`config.mk`:
```
export PLATFORM = sky130hd
export DESIGN_NAME = mad_arbiter
export DESIGN_NICKNAME = d
export VERILOG_FILES = /design/src/rtl/mad_arbiter.sv
export SDC_FILE = /design/constraint.sdc
export NUM_CORES = 1
export LEC_CHECK = 0
export CAP_MARGIN = 10
export CORE_MARGIN = 4
export CORE_UTILIZATION = 48
export CTS_CLUSTER_DIAMETER = 40
export CTS_CLUSTER_SIZE = 25
export DETAILED_ROUTE_END_ITERATION = 10
export PLACE_DENSITY = 0.78
export SYNTH_ARGS = -nofsm -noshare
export SYNTH_HDL_FRONTEND = slang
export SYNTH_SLANG_ARGS = --single-unit
```
`constraint.sdc`:
```
create_clock -name clk_i -period 4.3 [get_ports clk_i]
set_input_delay 0.86 -clock clk_i [delete_from_list [all_inputs] [get_ports clk_i]]
set_output_delay 0.86 -clock clk_i [all_outputs]
set_load 0.05 [all_outputs]
```
`src/rtl/mad_arbiter.sv`:
```
// Round-robin arbiter that shares one external multiply-add datapath between
// NUM_REQ requesters, with a per-requester 32-bit accumulator and a tagged response port.
module mad_arbiter #(
    parameter int unsigned  NUM_REQ  = 2,
    parameter int unsigned  ID_WIDTH = 3,
    localparam int unsigned IDX_W    = (NUM_REQ > 1) ? $clog2(NUM_REQ) : 1
) (
    input  logic                         clk_i,
    input  logic                         rst_ni,
    input  logic [NUM_REQ-1:0]           req_valid_i,
    output logic [NUM_REQ-1:0]           req_ready_o,
    input  logic [NUM_REQ*32-1:0]        req_a_i,
    input  logic [NUM_REQ*32-1:0]        req_b_i,
    input  logic [NUM_REQ*ID_WIDTH-1:0]  req_id_i,
    input  logic [NUM_REQ-1:0]           req_acc_i,
    input  logic                         flush_i,
    output logic                         mad_valid_o,
    output logic [31:0]                  mad_a_o,
    output logic [31:0]                  mad_b_o,
    input  logic                         mad_result_valid_i,
    input  logic [31:0]                  mad_result_i,
    output logic                         resp_valid_o,
    input  logic                         resp_ready_i,
    output logic [31:0]                  resp_result_o,
    output logic [ID_WIDTH-1:0]          resp_id_o,
    output logic [IDX_W-1:0]             resp_req_o,
    output logic                         busy_o
);

    // Handshakes: a transfer happens on a rising clock edge where valid and ready
    // are both high. Once raised, valid and its payload stay stable until that edge.

    typedef enum logic [1:0] {
        IDLE  = 2'd0,
        ISSUE = 2'd1,
        RESP  = 2'd2
    } state_e;

    state_e                state_q, state_d;
    logic [IDX_W-1:0]      rr_ptr_q, rr_ptr_d;
    logic [31:0]           op_a_q, op_a_d;
    logic [31:0]           op_b_q, op_b_d;
    logic [ID_WIDTH-1:0]   op_id_q, op_id_d;
    logic                  op_acc_q, op_acc_d;
    logic [IDX_W-1:0]      op_idx_q, op_idx_d;
    logic                  kill_q, kill_d;
    logic [31:0]           accum_q [NUM_REQ];
    logic [31:0]           accum_d [NUM_REQ];
    logic [31:0]           resp_result_q, resp_result_d;
    logic [ID_WIDTH-1:0]   resp_id_q, resp_id_d;
    logic [IDX_W-1:0]      resp_req_q, resp_req_d;

    logic                  found;
    logic [IDX_W-1:0]      winner;
    logic [31:0]           final_sum;
    logic                  drop_result;

    // Search starts at rr_ptr and wraps, so the last winner has lowest priority next time.
    always_comb begin
        logic [31:0]      cand;
        logic [IDX_W-1:0] cand_idx;
        found    = 1'b0;
        winner   = '0;
        cand     = '0;
        cand_idx = '0;
        for (int unsigned i = 0; i < NUM_REQ; i++) begin
            cand     = (32'(rr_ptr_q) + i) % NUM_REQ;
            cand_idx = cand[IDX_W-1:0];
            if (!found && req_valid_i[cand_idx]) begin
                found  = 1'b1;
                winner = cand_idx;
            end
        end
    end

    assign final_sum   = op_acc_q ? (accum_q[op_idx_q] + mad_result_i) : mad_result_i;
    assign drop_result = kill_q | flush_i;

    // FSM: state register
    always_ff @(posedge clk_i or negedge rst_ni) begin
        if (!rst_ni) begin
            state_q <= IDLE;
        end else begin
            state_q <= state_d;
        end
    end

    // FSM: next state
    always_comb begin
        state_d = state_q;
        case (state_q)
            IDLE: begin
                if (found) state_d = ISSUE;
            end
            ISSUE: begin
                if (mad_result_valid_i) state_d = drop_result ? IDLE : RESP;
            end
            RESP: begin
                if (flush_i || resp_ready_i) state_d = IDLE;
            end
            default: state_d = IDLE;
        endcase
    end

    // FSM: outputs
    always_comb begin
        req_ready_o  = '0;
        mad_valid_o  = 1'b0;
        resp_valid_o = 1'b0;
        busy_o       = (state_q != IDLE);
        case (state_q)
            IDLE: begin
                if (found) req_ready_o[winner] = 1'b1;
            end
            ISSUE:   mad_valid_o  = 1'b1;
            RESP:    resp_valid_o = 1'b1;
            default: ;
        endcase
    end

    // Operand capture, accumulator update and response payload.
    always_comb begin
        rr_ptr_d      = rr_ptr_q;
        op_a_d        = op_a_q;
        op_b_d        = op_b_q;
        op_id_d       = op_id_q;
        op_acc_d      = op_acc_q;
        op_idx_d      = op_idx_q;
        kill_d        = kill_q;
        accum_d       = accum_q;
        resp_result_d = resp_result_q;
        resp_id_d     = resp_id_q;
        resp_req_d    = resp_req_q;
        case (state_q)
            IDLE: begin
                kill_d = 1'b0;
                if (found) begin
                    op_a_d   = req_a_i[32*winner +: 32];
                    op_b_d   = req_b_i[32*winner +: 32];
                    op_id_d  = req_id_i[ID_WIDTH*winner +: ID_WIDTH];
                    op_acc_d = req_acc_i[winner];
                    op_idx_d = winner;
                    rr_ptr_d = (winner == IDX_W'(NUM_REQ - 1)) ? '0 : winner + 1'b1;
                end
            end
            ISSUE: begin
                if (mad_result_valid_i) begin
                    kill_d = 1'b0;
                    // A killed operation still consumes its result so the datapath drains cleanly.
                    if (!drop_result) begin
                        accum_d[op_idx_q] = final_sum;
                        resp_result_d     = final_sum;
                        resp_id_d         = op_id_q;
                        resp_req_d        = op_idx_q;
                    end
                end else if (flush_i) begin
                    kill_d = 1'b1;
                end
            end
            default: kill_d = 1'b0;
        endcase
    end

    always_ff @(posedge clk_i or negedge rst_ni) begin
        if (!rst_ni) begin
            rr_ptr_q      <= '0;
            op_a_q        <= '0;
            op_b_q        <= '0;
            op_id_q       <= '0;
            op_acc_q      <= 1'b0;
            op_idx_q      <= '0;
            kill_q        <= 1'b0;
            resp_result_q <= '0;
            resp_id_q     <= '0;
            resp_req_q    <= '0;
            for (int unsigned i = 0; i < NUM_REQ; i++) begin
                accum_q[i] <= '0;
            end
        end else begin
            rr_ptr_q      <= rr_ptr_d;
            op_a_q        <= op_a_d;
            op_b_q        <= op_b_d;
            op_id_q       <= op_id_d;
            op_acc_q      <= op_acc_d;
            op_idx_q      <= op_idx_d;
            kill_q        <= kill_d;
            resp_result_q <= resp_result_d;
            resp_id_q     <= resp_id_d;
            resp_req_q    <= resp_req_d;
            for (int unsigned i = 0; i < NUM_REQ; i++) begin
                accum_q[i] <= accum_d[i];
            end
        end
    end

    assign mad_a_o       = op_a_q;
    assign mad_b_o       = op_b_q;
    assign resp_result_o = resp_result_q;
    assign resp_id_o     = resp_id_q;
    assign resp_req_o    = resp_req_q;

endmodule

```
## After elaboration in Yosys (flattened, before gate mapping)

Index checks and enable logic that the tools add are counted.

| word-level totals | value |
|---|---|
| word-level logic and storage cells | 77 |
| input bits | 175 |
| output and inout bits | 105 |
| register bits | 173 |

| operators by class | value |
|---|---|
| bitwise logic cells | 3 |
| add/sub/neg operators | 3 |
| $lt $le $gt $ge | 6 |
| mux-type cells | 32 |
| eq/ne operators | 6 |
| shift operators | 3 |
| reduce and logical (&&, ||, !) cells | 10 |
| multipliers | 1 |

Operators with widths:

| operator | count |
|---|---|
| $mux 32 | 5 |
| $shiftx 64x7->32 | 2 |
| $bwmux 64 | 1 |
| $add 32x32->32 | 1 |
| $demux 32 s1 | 1 |
| $mux 1 | 17 |
| $mux 2 | 6 |
| $lt 1x2->1 const B | 3 |
| $ne 2x2->1 const B | 3 |
| $pmux 2 s3 | 1 |
| $reduce_and 3->1 | 2 |
| $shiftx 6x4->3 | 1 |
| $logic_and 1x1->1 | 3 |
| $mul 2x1->3 const A | 1 |
| $ne 3x3->1 const B | 1 |
| $add 1x1->1 const B | 2 |
| $eq 2x1->1 const B | 1 |
| $eq 2x2->1 const B | 1 |
| $ge 2x2->1 const B | 1 |
| $logic_not 2->1 | 1 |
| $lt 2x1->1 const B | 1 |
| $not 1->2 | 1 |
| $reduce_and 2->1 | 1 |
| $reduce_bool 2->1 | 1 |
| 6 further kinds | 6 |

## Depth between registers and ports, before layout

| depth | value |
|---|---|
| depth in word-level cells | 12 |
| gate-level depth with buffers | 13 |
| mapped depth without buffers | 11 |

## Worst setup path after synthesis

No wires, ideal clock.

| timing | value |
|---|---|
| path kind | register to register |
| start point | reg op_idx_q |
| end point | reg accum_q[53] (netlist bit) |
| slack | 0.855 ns |
| setup time | 0.140 ns |
| required time | 4.160 ns |
| buffers on the path | 2 |
| cell stages (with the launch flop) | 13 |
| arrival time | 3.305 ns |
| period minus slack after synthesis | 3.445 ns |
| path through | dfrtp_1 -> clkbuf_1 -> clkbuf_1 -> mux2_2 -> ha_1 -> a21oi_1 -> o22ai_1 -> or2_2 -> o21ai_1 -> a211oi_1 -> or4_1 -> a21oi_1 -> a21oi_1 |

| on the way | value |
|---|---|
| longest elaborated chain between the ends | 7 |
| elaborated cells on any way between the ends | 12 |
| those cells by class | add/sub (1); order compare (2); mux (7); bitwise (1); reduce/logical (1) |

RTL lines:

| what | line | source |
|---|---|---|
| from (decl) | 45 | `logic [IDX_W-1:0] op_idx_q, op_idx_d;` |
| from (signal assigned) | 185 | `op_idx_q <= op_idx_d;` |
| $not 1->2 (not written as such) * | 76, 151 |  |
| $mux 32 (not written as such) (3 in a row) | 76 | `assign final_sum = op_acc_q ? (accum_q[op_idx_q] + mad_result_i) : mad_result_i;` |
| $add 32x32->32 | 76 |  |
| $mux 32 | 76 |  |
| $bwmux 64 * | 151 | `accum_d[op_idx_q] = final_sum;` |
| to (signal, indexed assignment) | 191 | `accum_q[i] <= accum_d[i];` |
| to (decl) | 47 | `logic [31:0] accum_q [NUM_REQ];` |

Mark *: on every way between the ends. The rest lies on a longest branch, timed or not. The select of a mux whose other input is x is not followed.
A chain may end at the register's enable or synchronous reset.

## Worst setup path in the final report

| timing | value |
|---|---|
| start point | reg op_idx_q |
| end point | reg resp_result_q[27] (netlist: resp_result_o[27]) |

| on the way | value |
|---|---|
| longest elaborated chain between the ends | 6 |

RTL lines:

| what | line | source |
|---|---|---|
| $not 1->2 (not written as such) | 76 |  |
| $mux 32 (not written as such) (3 in a row) | 76 |  |
| $add 32x32->32 | 76 |  |
| $mux 32 | 76 |  |
| to (signal assigned) | 187 | `resp_result_q <= resp_result_d;` |
| to (decl) | 49 | `logic [31:0] resp_result_q, resp_result_d;` |

No other way between the ends. The select of a mux whose other input is x is not followed.

==> out/metrics.cfg <==
[run_status]
status=finished, final reports clean

[sta]
finalHoldViolations=0
skew_ns=0.00941
setup_tns_ns=0
rsz0062_at_grt=no
post-route-period-util_pct=86.9
setup_viol=0
slew_violations=0
timing.fmax_ghz=0.268
slew-limit-headroom_pct=41.9
worst_slack_ns=0.564
final.min_clock_period_ns=3.74
tightest_slew_ns=0.868

[global_routing]
grt_pass1_wl_mm=45.4
grt_pass1_vias=8076
grt_max_degree=80
track_usage_pct=26.4
grt_overflow_total=0
antenna_found_initial=5

[drt]
post_drt_wl_per_cell_um=20.1
drtPass1Iterations=8
vias_per_cell=5.74
vias=8237
initialDrtViolationCount=802
postRouteAntennaNets=0
routed_wirelength_mm=28.8
drc=0

[clocking]
cts-root-buf=clkbuf_16
cts_buffer_depth=2
h-tree-depth=4
ctsHoldBuffers=0
cts_sinks=173
cts_made_buffers=17
cts_tree=yes
clk_pin_slew_ns=0.07
clock_latency_ns=0.43
cts_resized=0
cts_setup_buffers=0

[place]
globalplace.congestion=0.932
dp_worst_setup_slack_ns=0.307
dpl.cell_count=1398
portBuffers=279
dpl.hpwl_mm=21.4

[synth]
synth_edf_count=0
yosysWarnings=0
yosys.area_share.simple_pct=11.3
ys_async_sr_fraction_pct=100
syn-cell-area_mm2=0.00915
ys.flop_type=dfrtp_1
synth_nets=1134
syn_avg_cell_area_um2=9.87
synth_xor_xnor_area_share_pct=1.82
synth_top_family_by_area=compound AO/OA/AOI/OAI gates
synth.distinct_cells=61
synthAdderAreaFrac_pct=4.46
synth-compound-area-share_pct=21.0
ys_seq_area_share_pct=47.3
synth.area.mux_share_pct=8.37
ys_ff_latch=173
synthCells=927

[setup_path]
cp-startpoint=op_idx_q
cpLargestDelayFamily=compound AO/OA/AOI/OAI gates
max_stage_delay_ns=0.49
setup.worst_path.start_class=flop
end_kind=flop
cp_num_buf_inv=1
worstSetupPathType=reg2reg
path_cells=buf_4 -> mux2_2 -> ha_1 -> a211o_1 -> a21oi_2 -> o21ai_1 -> a221oi_2 -> a21boi_1 -> or3_1 -> a31oi_1 -> o21ai_0
worst-path-stages=11
crit_fanout=23
cp.required_ns=4.59
crit_arrival_ns=4.03
reg2reg_from=op_idx_q
critPathSlowestCell=dfrtp_1
timing.rr.end=resp_result_o[27]
r2r_cells=11
r2r_slack_ns=0.56

[floorplan]
dieArea_mm2=0.0213
coreArea_mm2=0.0187
ios=280
fp.dieH_um=146
rows=50
dieWidth_um=146
initial_core_util_pct=48.9

[min_path]
hold_path_class=in2async

[cells_and_area]
multiInputGateArea_mm2=0.00434
n_fill_cell=1503
register_area_mm2=0.00433
stdcell_count=1434
final_cell_mix=clkdlybuf4s50_1, dfrtp_1, nand2_1
drive_gt1_share_pct=9.87
areaGrowthSynthToFinish_pct=39.7
nNetsFinal=1390
final_common_cell=clkdlybuf4s50_1
fin_util_pct=68.3

[flow_run]
maxCapViolCount=0

[pwr]
power.density_mw_per_mm2=871
power_leakage_nw=5.94
vdd_ir_drop_max_mv=0.429

==> Yosys cell counts (all sizes together), types with 4 or more instances <==
library cell    n  share of area, %
dfrtp         173                47
nand2         123               5.0
o21ai          86               4.7
inv            78               3.2
a222oi         68               7.4
clkbuf         50               2.1
mux2           44               5.4
a21oi          41               2.3
nor2           40               1.6
ha             31               4.2
mux2i          27               3.0
a21o           21               1.7
xnor2          11               1.1
a31oi          10              0.75
nand3          10              0.55
a211oi          9              0.85
buf             9              0.41
o31ai           9              0.79
nand4           8              0.62
nor2b           8              0.55
xor2            8              0.77
and3            6              0.41
nand2b          6              0.41
and2            5              0.34
or2             5              0.37
nor3            4              0.22
==> layer usage <==
metal	global-route usage [%]	share of wire [%]	vias to the layer above
met3	5.93	6.9	47
li1	-	-	3898
met2	43.1	48	306
met4	9.13	2.4	2
met5	0	0.024	-
met1	35.0	43	3984
==> logic make-up after synthesis <==
group	Yosys count
AOI/OAI and AO/OA	268
and+or+nand+nor	227
DFF	173
buffers and inverters	137
muxes	71
adders and majority gates	32
xor gates and xnor gates	19
==> layout make-up <==
class                   count  area share [%]
diodes                      4          0.0783
clock inverters            15            1.20
inverters                  78            2.29
multi-input cells         617            33.9
clock buffers              17            3.33
repair buffers            296            23.0
well taps                 234            2.29
flip-flops and latches    173            33.9
==> worst max-delay path by stage <==
stage | end
floorplan | accum_q[53]
global placement | resp_result_o[30]
detailed placement | accum_q[62]
CTS | resp_result_o[27]
global route | resp_result_o[31]
finish | resp_result_o[27]
==> through the flow <==
| step | cell area (µm²) | power (mW) | hold slack, ns |
|---|---|---|---|
| floorplan | 9150 | 7.50 | 0.440 |
| global placement | 12200 | 9.43 | 0.452 |
| detailed placement | 12200 | 9.57 | 0.458 |
| CTS | 12800 | 11.2 | 0.475 |
| global route | 12800 | 11.8 | 0.494 |
| finish | 12800 | 11.1 | 0.465 |
==> power by group <==
group / internal (mW) / leakage (nW) / total, mW / switching, mW
Combinational: 2.54 / 3.51 / 6.79 / 4.25
Sequential: 2.39 / 2.15 / 2.81 / 0.419
Clock: 0.820 / 0.275 / 1.53 / 0.713
==> state kept, by name (all words and copies together), names as in the netlist <==
signal	cells
op_idx_q	1
resp_id_o	3
op_id_q	3
mad_a_o	32
accum_q	64
kill_q	1
op_acc_q	1
state_q	2
mad_b_o	32
resp_result_o	32
resp_req_o	1
rr_ptr_q	1
(Power assumes the default switching activity.)
